**src/rtl/snn_pkg.sv**
```systemverilog
// Shared definitions for the SNN inference controller: FSM state encoding and
// default configuration constants.
package snn_pkg;

   localparam int unsigned DEF_NUM_CLASSES = 3;
   localparam int unsigned DEF_NUM_STEPS   = 32;
   localparam int unsigned DEF_CLR_CYCLES  = 2;

   typedef enum logic [1:0] {
      S_IDLE,
      S_CLEAR,
      S_RUN,
      S_DECIDE
   } state_e;

endpackage

```
**src/rtl/snn_argmax.sv**
```systemverilog
// Combinational argmax over per-class spike counts; lowest index wins ties,
// with tie and all-zero (silent) flags. A silent result reports index 0, no tie.
module snn_argmax #(
   parameter int unsigned N     = 3,
   parameter int unsigned W     = 8,
   parameter int unsigned IDX_W = $clog2(N)
) (
   input  logic [N-1:0][W-1:0] cnt,
   output logic [IDX_W-1:0]    idx,
   output logic                tie,
   output logic                silent
);

   logic [W-1:0] max_v;
   int unsigned  n_max;

   always_comb begin
      max_v = cnt[0];
      idx   = '0;
      n_max = 0;
      // strict '>' keeps the earliest index on equal counts
      for (int unsigned i = 1; i < N; i++) begin
         if (cnt[i] > max_v) begin
            max_v = cnt[i];
            idx   = IDX_W'(i);
         end
      end
      for (int unsigned i = 0; i < N; i++) begin
         if (cnt[i] == max_v) n_max++;
      end
      silent = (max_v == '0);
      tie    = !silent && (n_max > 1);
   end

endmodule

```
**src/rtl/snn_infer_ctrl.sv**
```systemverilog
// SNN inference controller: clears the neuron array, counts output spikes over
// NUM_STEPS timesteps and reports the winning class. Optional run watchdog
// enabled by defining SNN_INFER_CTRL_WATCHDOG_EN.
module snn_infer_ctrl
   import snn_pkg::*;
#(
   parameter int unsigned NUM_CLASSES = DEF_NUM_CLASSES,
   parameter int unsigned NUM_STEPS   = DEF_NUM_STEPS,
   parameter int unsigned STEP_W      = 8,
   parameter int unsigned CNT_W       = 8,
   parameter int unsigned CLR_CYCLES  = DEF_CLR_CYCLES
`ifdef SNN_INFER_CTRL_WATCHDOG_EN
  ,parameter int unsigned WDOG_CYCLES = 1024
`endif
) (
   input  logic                           clk_i,
   input  logic                           rst_i,
   input  logic                           start_i,
   output logic                           busy_o,
   output logic                           net_clr_o,
   input  logic                           next_stage_i,
   input  logic [NUM_CLASSES-1:0]         spike_i,
   output logic                           done_o,
   output logic [$clog2(NUM_CLASSES)-1:0] class_o,
   output logic                           tie_o,
   output logic                           silent_o
`ifdef SNN_INFER_CTRL_WATCHDOG_EN
  ,output logic                           timeout_o
`endif
);

   localparam int unsigned IDX_W = $clog2(NUM_CLASSES);
   localparam int unsigned CLR_W = $clog2(CLR_CYCLES + 1);

   state_e                         state_q, state_d;
   logic [CLR_W-1:0]               clr_cnt_q;
   logic [STEP_W-1:0]              step_q;
   logic [NUM_CLASSES-1:0][CNT_W-1:0] cnt_q;
   logic [IDX_W-1:0]               am_idx, class_q;
   logic                           am_tie, am_silent, tie_q, silent_q, done_q;
   logic                           start_ok, clr_last, step_last, wd_fire;

   // start on the done cycle is dropped, not queued
   assign start_ok  = start_i && !done_q;
   assign clr_last  = (clr_cnt_q == CLR_W'(CLR_CYCLES - 1));
   assign step_last = next_stage_i && (step_q == STEP_W'(NUM_STEPS - 1));

   snn_argmax #(
      .N     (NUM_CLASSES),
      .W     (CNT_W),
      .IDX_W (IDX_W)
   ) u_argmax (
      .cnt    (cnt_q),
      .idx    (am_idx),
      .tie    (am_tie),
      .silent (am_silent)
   );

   always_ff @(posedge clk_i or negedge rst_i) begin
      if (!rst_i) state_q <= S_IDLE;
      else        state_q <= state_d;
   end

   always_comb begin
      state_d   = state_q;
      busy_o    = (state_q != S_IDLE);
      net_clr_o = (state_q == S_CLEAR);
      unique case (state_q)
         S_IDLE:   if (start_ok) state_d = S_CLEAR;
         S_CLEAR:  if (clr_last) state_d = S_RUN;
         S_RUN: begin
            if (step_last)    state_d = S_DECIDE;
            else if (wd_fire) state_d = S_IDLE;
         end
         S_DECIDE: state_d = S_IDLE;
         default:  state_d = S_IDLE;
      endcase
   end

   always_ff @(posedge clk_i or negedge rst_i) begin
      if (!rst_i) begin
         clr_cnt_q <= '0;
         step_q    <= '0;
         cnt_q     <= '0;
         class_q   <= '0;
         tie_q     <= 1'b0;
         silent_q  <= 1'b0;
         done_q    <= 1'b0;
      end else begin
         done_q <= 1'b0;
         unique case (state_q)
            S_IDLE: begin
               if (start_ok) begin
                  clr_cnt_q <= '0;
                  step_q    <= '0;
                  cnt_q     <= '0;
               end
            end
            S_CLEAR: clr_cnt_q <= clr_cnt_q + 1'b1;
            S_RUN: begin
               for (int unsigned k = 0; k < NUM_CLASSES; k++) begin
                  if (spike_i[k] && (cnt_q[k] != '1)) cnt_q[k] <= cnt_q[k] + 1'b1;
               end
               if (next_stage_i) step_q <= step_q + 1'b1;
            end
            S_DECIDE: begin
               class_q  <= am_idx;
               tie_q    <= am_tie;
               silent_q <= am_silent;
               done_q   <= 1'b1;
            end
            default: ;
         endcase
      end
   end

`ifdef SNN_INFER_CTRL_WATCHDOG_EN
   localparam int unsigned WD_W = $clog2(WDOG_CYCLES + 1);

   logic [WD_W-1:0] wd_q;
   logic            timeout_q;

   assign wd_fire = (state_q == S_RUN) && !next_stage_i && (wd_q == WD_W'(WDOG_CYCLES - 1));

   always_ff @(posedge clk_i or negedge rst_i) begin
      if (!rst_i) begin
         wd_q      <= '0;
         timeout_q <= 1'b0;
      end else begin
         timeout_q <= wd_fire;
         if ((state_q != S_RUN) || next_stage_i) wd_q <= '0;
         else                                    wd_q <= wd_q + 1'b1;
      end
   end

   assign timeout_o = timeout_q;
`else
   assign wd_fire = 1'b0;
`endif

   assign done_o   = done_q;
   assign class_o  = class_q;
   assign tie_o    = tie_q;
   assign silent_o = silent_q;

endmodule

```
**config.mk**
```make
export PLATFORM = sky130hd
export DESIGN_NAME = snn_infer_ctrl
export DESIGN_NICKNAME = d
export VERILOG_FILES = /design/src/rtl/snn_pkg.sv /design/src/rtl/snn_argmax.sv /design/src/rtl/snn_infer_ctrl.sv
export SDC_FILE = /design/constraint.sdc
export NUM_CORES = 1
export LEC_CHECK = 0
export CORE_UTILIZATION = 25
export DETAILED_ROUTE_END_ITERATION = 8
export GPL_TIMING_DRIVEN = 0
export PLACE_DENSITY_LB_ADDON = 0.08
export SLEW_MARGIN = 20
export SYNTH_ARGS = -nofsm -noshare
export SYNTH_HDL_FRONTEND = slang
export SYNTH_SLANG_ARGS = --single-unit
export TNS_END_PERCENT = 20
```
**constraint.sdc**
```tcl
create_clock -name clk_i -period 7.4 [get_ports clk_i]
set_clock_uncertainty 0.05 [all_clocks]
set_input_delay 1.85 -clock clk_i [delete_from_list [all_inputs] [get_ports clk_i]]
set_output_delay 1.85 -clock clk_i [all_outputs]
set_load 0.1 [all_outputs]
```
==> qor.txt <==
diode count -> 0
Clock Sinks -> 41
kind of critical path -> reg2reg
post-DP HPWL -> 6.55 mm
hold-fix buffers at CTS -> 0
pwr dens -> 490 nW/um^2
synthesized cell area -> 3120 sq um
Core ar. -> 12100 sq um
via/cell ratio -> 4.67
antenna violations before repair -> 0
most common cell after layout, fill and taps aside -> dfrtp_1
Final Core Density -> 30.2%
final wirelength -> 8.59 mm
post-route setup slack -> 1.93 ns
post-CTS setup buffers -> 0
fin crit share -> 73.9%
vias in the first global route -> 2609
clock buffer count from CTS -> 5
DRC viols -> 0
initial core utilization -> 25.8%
fin cells -> 526
cell accounting for the most synthesized area -> dfrtp_1
Reg area -> 1030 sq um
Post-Synthesis Cells -> 336
RSZ-0062 raised after global routing -> false
via count -> 2457
Area contributors post-synth -> dfrtp_1, ha_1, xnor2_1
Post-synth EDFFs -> 0
Critical Path AT -> 5.60 ns
Site Rows -> 40
maxcap violations -> 0
slew margin rel. -> 34.8%
worst vdd ir -> 208 uV
die width -> 114 microns
total gr overflow -> 0
syn nets -> 371
crit end category -> flop
CTS tree -> yes
Synth cell types -> 55
LEAKAGE -> 0.00161 uW
Synth Register Bits -> 41
Worst-Skew Late Latency -> 0.29 ns
CTS resizes -> 0
clk root buf -> clkbuf_16
H-tree Lvls -> 2
layout cell share with drive strength beyond 1 -> 8.38%
area occupied by multi-input gates -> 1980 sq um
share of total power in the clock network -> 14.5%
Port Buf Inserts -> 13
fill cell count -> 1314
fin crit period -> 5.47 ns
Post-Place Worst Slack -> 1.90 ns
DIE HEIGHT -> 114 microns
first-pass GRT wire length -> 14.4 mm
Worst EP required -> 7.53 ns
Psw -> 866 uW
Seq pwr share -> 19.2%
Worst-path clk slew -> 0.06 ns
Total GRT Usage -> 14.8%
clock tree buffer depth -> 2
final setup fails -> 0
internal power -> 928 uW
sequential-to-total area share from yosys stat -> 32.8%
setup TNS -> 0 ns
Net Sw Frac -> 48.3%
final net count -> 392
largest net degree at the start of global routing -> 26
Max Fclk -> 183 MHz
final slew viol count -> 0
1st-pass router iterations -> 4
Gate power share -> 66.3%
DR iter-0 viols -> 85
asr flop ratio synth -> 100%
ys flop type -> dfrtp_1
P&R area growth vs syn -> 17.1%
Placer Congestion -> 0.772
Yosys top cell area share -> 32.8%
Tightest Pin Transition -> 0.976 ns
Hold Path Class -> reg2reg
most frequent cells in the layout -> dfrtp_1, nor2_1, ha_1
result of the run -> completed
Routed WL per cell -> 16.3 microns
type of origin of the critical path -> flop
dpl cells -> 518
die area -> 12900 sq um
I/O pins -> 14
crit path max fanout -> 10
syn avg cell area -> 9.30 sq um
number of routed nets with antenna violations -> 0
Fin. Hold Viols -> 0
worst hold margin -> 0.430 ns
Syn. warnings -> 0
-- through the flow --
stage	area, sq um	power [uW]
finish	3660	1790
global route	3660	1950
floorplan	3120	1280
CTS	3660	1820
detailed placement	3490	1550
global placement	3460	1550
-- worst paths after layout --
check,startpoint,endpoint,slack [ns],cells past startpoint
setup / recovery,cnt_q[1]$_DFFE_PN0P_,tie_o$_DFFE_PN0P_,1.93,22
min in group asynchronous,rst_i,cnt_q[2]$_DFFE_PN0P_,1.55,1
setup reg to reg,cnt_q[1]$_DFFE_PN0P_,tie_o$_DFFE_PN0P_,1.93,22
hold reg to reg,class_o[1]$_DFFE_PN0P_,class_o[1]$_DFFE_PN0P_,0.43,2
max in group asynchronous,rst_i,cnt_q[22]$_DFFE_PN0P_,5.22,2
hold / removal,class_o[1]$_DFFE_PN0P_,class_o[1]$_DFFE_PN0P_,0.43,2
-- cells in the mapped netlist (all sizes together) (3+ instances only) --
cell	instances
ha	28
xor2	17
nand3	9
o31ai	3
nand2	27
dfrtp	41
o21ai	16
a21oi	11
clkbuf	8
o221ai	3
nor4	3
o22ai	3
nand2b	5
xnor2	26
nor2	29
o21a	3
and4	3
nor2b	3
o211ai	3
inv	24
nor3	6
mux2	7
nand4	16
mux2i	13
or3	3
-- state kept, by name, indices dropped and copies added, names as in the netlist --
| register | cells |
|---|---|
| state_q | 2 |
| silent_o | 1 |
| tie_o | 1 |
| clr_cnt_q | 2 |
| cnt_q | 24 |
| done_o | 1 |
| class_o | 2 |
| step_q | 8 |
-- routing by layer --
metal	GRT usage (%)	vias up	wire length [microns]
met5	0	-	0
met4	3.72	0	81
met3	2.39	8	172
met2	25.9	21	4110
met1	19.0	1192	4230
li1	-	1236	-
-- layout make-up --
| type | instances | area share (%) |
|---|---|---|
| Clock inverter | 2 | 1.06 |
| Clock buffer | 6 | 3.52 |
| Buffer | 9 | 1.03 |
| Multi-Input combinational cell | 262 | 54.0 |
| Inverter | 24 | 2.46 |
| Sequential cell | 41 | 28.0 |
| Timing Repair Buffer | 14 | 4.17 |
| Tap cell | 168 | 5.74 |
-- cell families after synthesis --
logic type | synth area share (%)
adder cells (fa/ha/maj) | 11.2
AO/OA/AOI/OAI | 13.1
XOR/XNOR | 12.1
multiplexers | 7.57
buffers and inverters | 4.09
AND/OR/NAND/NOR | 19.1
flip-flops | 32.8
-- power groups by stage --
stage          combinational, uW  clock, uW  sequential, uW
6_report                    1190        260             344
5_1_grt                     1320        277             354
4_1_cts                     1210        269             344
3_5_place_dp                1210          0             348
3_3_place_gp                1200          0             349
2_1_floorplan                883          0             400
-- worst max-delay path, stage by stage (launching register included) --
cell and delay, ns:
dfrtp_1 0.46, inv_1 0.14, ha_1 0.34, and2b_1 0.16
o211ai_1 0.24, a21oi_4 0.13, nor2_8 0.24, mux2i_1 0.36
ha_1 0.31, a21o_1 0.19, a21oi_1 0.14, nor2b_1 0.06
o22ai_1 0.12, o31a_2 0.21, buf_4 0.23, mux2i_1 0.49
xor2_1 0.12, nor4_1 0.51, and4_1 0.26, ha_1 0.22
nand2_1 0.06, o221ai_1 0.10, a31o_1 0.21
(Power assumes the default switching activity.)
